### config.mk
export PLATFORM = sky130hd
export DESIGN_NAME = seq_gen
export DESIGN_NICKNAME = d
export VERILOG_FILES = /design/src/rtl/seq_gen.sv
export SDC_FILE = /design/constraint.sdc
export NUM_CORES = 1
export LEC_CHECK = 0
export BUFFER_PORTS_ARGS = -buffer_cell sky130_fd_sc_hd__buf_2
export CAP_MARGIN = 5
export CORE_UTILIZATION = 50
export CTS_CLUSTER_SIZE = 25
export DETAILED_ROUTE_END_ITERATION = 6
export GPL_ROUTABILITY_DRIVEN = 1
export GPL_TIMING_DRIVEN = 0
export PLACE_DENSITY = 0.73
export SLEW_MARGIN = 5
export SYNTH_ARGS = -nofsm -noshare
export SYNTH_HDL_FRONTEND = slang
export SYNTH_SLANG_ARGS = --single-unit
### constraint.sdc
create_clock -name clk -period 1.8 [get_ports clk]
set_clock_uncertainty 0.05 [all_clocks]
set_input_delay 0.09 -clock clk [delete_from_list [all_inputs] [get_ports clk]]
set_output_delay 0.09 -clock clk [all_outputs]
set_load 0.02 [all_outputs]
### src/rtl/seq_gen.sv
// seq_gen: serial pattern transmitter, MSB-first, one bit per clock, followed by a programmable idle gap.
// Optional build macro SEQ_GEN_REPEAT_EN adds repeat_en/stop ports for continuous re-transmission.
//
// state   | meaning
// S_IDLE  | waiting for start_valid; start_ready high
// S_SHIFT | driving one pattern bit per cycle, bit_cnt = index of bit on seqOut
// S_GAP   | idle gap after last bit, gap_cnt counts down to 0
module seq_gen #(
  parameter int PAT_W = 8,
  parameter int LEN_W = 4,
  parameter int GAP_W = 4
) (
  input  logic             clk,
  input  logic             rst,
`ifdef SEQ_GEN_REPEAT_EN
  input  logic             repeat_en,
  input  logic             stop,
`endif
  input  logic             start_valid,
  output logic             start_ready,
  input  logic [PAT_W-1:0] pattern,
  input  logic [LEN_W-1:0] pat_len,
  input  logic [GAP_W-1:0] gap,
  output logic             seqOut,
  output logic             seqValid,
  output logic             busy,
  output logic             done
);

  typedef enum logic [1:0] {S_IDLE, S_SHIFT, S_GAP} state_t;

  localparam logic [LEN_W-1:0] LEN_MAX = LEN_W'(PAT_W);
  localparam logic [LEN_W-1:0] LEN_ONE = LEN_W'(1);
  localparam logic [GAP_W-1:0] GAP_ONE = GAP_W'(1);

  state_t             state, nxt_state;
  logic [PAT_W-1:0]   pat_q;
  logic [LEN_W-1:0]   len_q;
  logic [GAP_W-1:0]   gap_q;
  logic [LEN_W-1:0]   bit_cnt, nxt_bit;
  logic [GAP_W-1:0]   gap_cnt, nxt_gap;
  logic [LEN_W-1:0]   len_eff;
  logic [PAT_W-1:0]   sel_src;
  logic [LEN_W-1:0]   sel_idx;
  logic               nxt_out, nxt_valid, nxt_done, restart, accept, again;

  assign start_ready = (state == S_IDLE);
  assign accept      = (state == S_IDLE) && start_valid;
  assign len_eff     = (pat_len == '0 || pat_len > LEN_MAX) ? LEN_MAX : pat_len;

`ifdef SEQ_GEN_REPEAT_EN
  logic rep_q, stop_q;

  // stop is sticky for the rest of the transmission; the current pass still completes
  always_ff @(posedge clk or negedge rst) begin
    if (!rst) begin
      rep_q  <= 1'b0;
      stop_q <= 1'b0;
    end else if (accept) begin
      rep_q  <= repeat_en;
      stop_q <= 1'b0;
    end else if (stop && state != S_IDLE) begin
      stop_q <= 1'b1;
    end
  end

  assign again = rep_q && !stop_q && !stop;
`else
  assign again = 1'b0;
`endif

  always_comb begin
    nxt_state = state;
    nxt_bit   = bit_cnt;
    nxt_gap   = gap_cnt;
    nxt_valid = 1'b0;
    nxt_done  = 1'b0;
    restart   = 1'b0;
    sel_src   = pat_q;
    sel_idx   = bit_cnt - LEN_ONE;
    case (state)
      S_IDLE: begin
        if (start_valid) begin
          nxt_state = S_SHIFT;
          nxt_bit   = len_eff - LEN_ONE;
          sel_src   = pattern;
          sel_idx   = len_eff - LEN_ONE;
          nxt_valid = 1'b1;
          nxt_done  = (len_eff == LEN_ONE);
        end
      end
      S_SHIFT: begin
        if (bit_cnt != '0) begin
          nxt_bit   = bit_cnt - LEN_ONE;
          nxt_valid = 1'b1;
          nxt_done  = (bit_cnt == LEN_ONE);
        end else if (gap_q != '0) begin
          nxt_state = S_GAP;
          nxt_gap   = gap_q - GAP_ONE;
        end else if (again) begin
          restart = 1'b1;
        end else begin
          nxt_state = S_IDLE;
        end
      end
      S_GAP: begin
        if (gap_cnt != '0) nxt_gap = gap_cnt - GAP_ONE;
        else if (again)    restart = 1'b1;
        else               nxt_state = S_IDLE;
      end
      default: nxt_state = S_IDLE;
    endcase
    if (restart) begin
      nxt_state = S_SHIFT;
      nxt_bit   = len_q - LEN_ONE;
      sel_idx   = len_q - LEN_ONE;
      nxt_valid = 1'b1;
      nxt_done  = (len_q == LEN_ONE);
    end
    nxt_out = nxt_valid && |(sel_src & (PAT_W'(1) << sel_idx));
  end

  always_ff @(posedge clk or negedge rst) begin
    if (!rst) begin
      state    <= S_IDLE;
      pat_q    <= '0;
      len_q    <= '0;
      gap_q    <= '0;
      bit_cnt  <= '0;
      gap_cnt  <= '0;
      seqOut   <= 1'b0;
      seqValid <= 1'b0;
      done     <= 1'b0;
      busy     <= 1'b0;
    end else begin
      if (accept) begin
        pat_q <= pattern;
        len_q <= len_eff;
        gap_q <= gap;
      end
      state    <= nxt_state;
      bit_cnt  <= nxt_bit;
      gap_cnt  <= nxt_gap;
      seqOut   <= nxt_out;
      seqValid <= nxt_valid;
      done     <= nxt_done;
      busy     <= (nxt_state != S_IDLE);
    end
  end

endmodule

Word-level counts from Yosys, hierarchy flattened --
Index checks and enable logic that the tools add are counted. Widths: inputs -> output; s select.
Storage, ports and cells: register bits after elaboration 26, output and inout bits 5
Cells by class: add/subtract/negate cells 4, magnitude comparators 1, eq/ne operators 9, shift-type cells 1, multiplexer cells 23, bitwise operators 1, reduce and logical (&&, ||, !) cells 14
Operators with widths (count):
- $mux 4 | 8
- $mux 8 | 2
- $pmux 4 s2 | 2
- $sub 4x1->4 const B | 4
- $reduce_bool 4->1 | 3
- $ne 2x2->1 const B | 5
- $and 8x8->8 | 1
- $eq 4x1->1 const B | 2
- $mux 2 | 4
- $reduce_or 8->1 | 1
- $shl 1x4->8 const A | 1
- $pmux 2 s3 | 1
- $reduce_bool 2->1 | 3
- $gt 4x4->1 const B | 1
- $logic_not 4->1 | 1
- $mux 1 | 4
- $pmux 1 s2 | 2
- $reduce_and 4->1 | 1
- $reduce_and 3->1 | 1
- $eq 2x1->1 const B | 1
- $eq 2x2->1 const B | 1
- $logic_and 1x1->1 | 2
- $logic_not 2->1 | 1
- $logic_or 1x1->1 | 1

Longest topological paths before layout --
depth after elaboration 10, depth in mapped cells 8, gate-level depth less buffers 7

Worst setup path after synthesis --
Ideal clock, no wire load.
path type flip-flop to flip-flop, start point reg bit_cnt[0], end point reg seqOut, arrival time 1.659 ns, setup slack -0.055 ns, cell stages (with the launch flop) 9, buffers on the path 1, path through dfrtp_1 > inv_1 > ha_1 > clkbuf_1 > nor2b_1 > a2111oi_0 > a211oi_1 > a31oi_1 > a211oi_1
Between the ends: word-level cells in the longest chain between the ends 7, elaborated cells between the ends (all ways) 10, classes of those cells add/sub: 1; shift: 1; mux: 4; bitwise: 1; reduce/logical: 3
RTL lines:
- from (decl) | line 40 | logic [LEN_W-1:0] bit_cnt, nxt_bit;
- from (signal assigned) | line 142 | bit_cnt <= nxt_bit;
- $sub 4x1->4 | line 80 | sel_idx = bit_cnt - LEN_ONE;
- $mux 4 | line 83 | if (start_valid) begin
- $mux 4 | line 81 | case (state)
- $shl 1x4->8 | line 120 | nxt_out = nxt_valid && |(sel_src & (PAT_W'(1) << sel_idx));
- $and 8x8->8 | line 120
- $reduce_or 8->1 | line 120
- $logic_and 1x1->1 * | line 120
- named net nxt_out | line 45 | logic nxt_out, nxt_valid, nxt_done, restart, accept, again;
- to (signal assigned) | line 144 | seqOut <= nxt_out;
- to (decl) | line 24 | output logic seqOut,
Mark *: on every way through the listed nets, which the timed path passes. The rest lies on a longest branch. A chain may end at the register's enable or synchronous reset.

Final worst setup path --
Same ends and word-level chain as after synthesis.

==> flow_metrics.tcl <==
set metrics [dict create \
    startpoint_type "register" \
    via_per_inst 5.55 \
    worst_setup_path_end_kind "register" \
    ant_nets 0 \
    syn_to_final_growth_pct 29.9 \
    tns_ps 0 \
    fin_ws_ps 59.8 \
    r2r_start "bit_cnt[0]" \
    numClockSinks 26 \
    power_density_mw_per_mm2 1670 \
    postSynthAreaPerCell_um2 8.99 \
    placed_area_mm2 0.00167 \
    core_area_mm2 0.00281 \
    final_cell_mix "nand2_1 (50), dfrtp_1 (24), buf_2 (23)" \
    violations "design-rule violations" \
    routed_wl_um 3690 \
    antenna_found_initial 0 \
    diodes 0 \
    drtPass1Iterations 6 \
    num_vias 1354 \
    syn_inst 168 \
    hp-start "pat_len[3]" \
    dp_slack_ps -243 \
    path_clk_slew_ps 140 \
    multi_input_area_um2 870 \
    fin_area_mm2 0.00196 \
    min_to "done" \
    hold_viol 0 \
    fin_nets 239 \
    finalCritPeriodShare 0.967 \
    grt_max_degree 27 \
    ys.warnings.count 0 \
    required_ps 2000 \
    whs_path_depth 3 \
    ioPinCount 24 \
    r2r_slack_ps 60 \
    grt_pass1_vias 1275 \
    grt_pass1_wl_um 5870 \
    overflow 0 \
    num-fill-cells 208 \
    numCtsBuffers 3 \
    r2r_cells 8 \
    fp.dieW_um 57.0 \
    syn_nets 192 \
    dp_hpwl_um 2380 \
    p_leak_uw 0.000938 \
    seq_area_frac_synth 0.431 \
    route.detailed.drc 2 \
    syn_area_mm2 0.00151 \
    die_h_um 57.0 \
    drv_slew 0 \
    clk_latency_ps 330 \
    gp_congestion 0.859 \
    cts_tree "done" \
    hold_class "input port to register" \
    crit_type "register to register" \
    htreeDepth 1 \
    run_status "complete, but fails checks" \
    root_buffer "clkbuf_4" \
    worstPathArrival_ps 1940 \
    power_uw 3270 \
    detail_route.wl_per_cell_um 15.1 \
    final_common_cell "nand2_1" \
    track_usage 0.235 \
    synth_cell_types 43 \
    initial_core_util 0.538 \
    ys_ff_latch 26 \
    setup_viol 0 \
    postLayoutCoreUtil 0.699 \
    drtIter0Drc 64 \
    rsz0062_at_grt "true" \
    drive_gt1_frac 0.286 \
    irDropWorstVdd_v 0.000846 \
    reg2reg_to "seqOut" \
    period_needed_ps 1740 \
    max_slew.worst_pin.slew_ps 598 \
    cts_buffer_depth 2 \
    maxCapViolCount 0 \
    register_area_um2 653 \
    port_buffers 23 \
    max_freq_mhz 575 \
    rows 19 \
    crit_fanout 7 \
    max-slew-margin-rel 0.602 \
    die_area_mm2 0.00324 \
]
-- how the worst max path moves through the flow --
stage	from	slack, ps	endpoint
detailed placement	bit_cnt[0]	-240	seqOut
global route	state[1]	-30	gap_cnt[2]
floorplan	bit_cnt[0]	30	seqOut
CTS	bit_cnt[0]	2	seqOut
finish	bit_cnt[0]	60	seqOut
global placement	bit_cnt[0]	-210	seqOut
-- state kept, by name, summed over array words and instances, names as in the netlist --
register	cells
gap_q	4
state	2
gap_cnt	4
done	1
pat_q	8
seqOut	1
busy	1
seqValid	1
bit_cnt	4
-- kinds of logic after synthesis --
group / after synthesis / share of synthesized area
AOI/OAI and AO/OA: 27 / 0.136
xor gates and xnor gates: 3 / 0.0174
adders and majority gates: 5 / 0.0414
buffers and inverters: 14 / 0.0472
DFF: 26 / 0.431
muxes: 6 / 0.0431
and+or+nand+nor: 87 / 0.284
-- worst max-delay path, cell delays in order (launching register included) --
cell and delay, ps:
dfrtp_2 450, inv_2 90, ha_4 200, clkbuf_8 160
nor2b_4 130, a2111oi_4 50, a211oi_2 210, a31oi_1 120
a211oi_2 190
-- routing by layer --
layer / global-route usage / share of wire / up-vias
met2: 0.395 / 0.49 / 38
met5: 0 / 0 / -
met1: 0.330 / 0.46 / 638
met4: 0.0627 / 0.011 / 0
li1: - / - / 673
met3: 0.0204 / 0.045 / 5
-- power by group --
group / leakage, µW / switching [µW] / internal, µW / total (µW)
Sequential: 0.000313 / 232 / 860 / 1090
Clock: 0.0000138 / 177 / 78.8 / 256
Combinational: 0.000611 / 1040 / 879 / 1920
-- repair_timing --
item,CTS,global route
endpoints found under the setup margin,2,6
gates resized for setup,15,6
pin swaps,4,1
hold buffers,14,0
buffers inserted,5,1
endpoints found under the hold margin,39,0
-- synthesized netlist by cell type, drive strengths merged --
cell type	n	share of area
o21ai	3	0.017
and3	1	0.0041
mux2	1	0.0099
nand2	50	0.12
nor4	2	0.012
a2111oi	2	0.012
o31ai	2	0.0099
a31oi	4	0.017
nor2	10	0.030
o2111ai	1	0.0058
a222oi	1	0.0066
a21oi	6	0.020
buf	4	0.022
or2	3	0.012
inv	6	0.015
nand3	4	0.013
xor2	1	0.0058
a211o	1	0.0058
xnor2	2	0.012
nor2b	4	0.017
a311oi	1	0.0058
nor3b	1	0.0083
nor3	4	0.017
mux2i	5	0.033
nand4	1	0.014
a221oi	1	0.0099
a211oi	2	0.0099
ha	5	0.041
dfrtp	26	0.43
or4	1	0.0075
o41ai	1	0.0058
a32oi	1	0.0058
nand2b	6	0.025
o21bai	1	0.0050
clkbuf	4	0.0099
-- stage by stage --
| stage | instances | hold WS [ps] |
|---|---|---|
| 6_report | 244 | 76.9 |
| 5_1_grt | 244 | 103 |
| 4_1_cts | 244 | 77.2 |
| 3_5_place_dp | 222 | 77.7 |
| 3_3_place_gp | 222 | 66.2 |
| 2_1_floorplan | 168 | -256 |
-- layout make-up --
type | instances | area share
repair buffers | 43 | 0.153
plain buffers | 7 | 0.0281
multi-input cells | 128 | 0.443
inverters | 6 | 0.0115
flip-flops and latches | 26 | 0.333
well taps | 31 | 0.0198
clock buffers | 3 | 0.0115
Power figures use the tool's default switching activity.
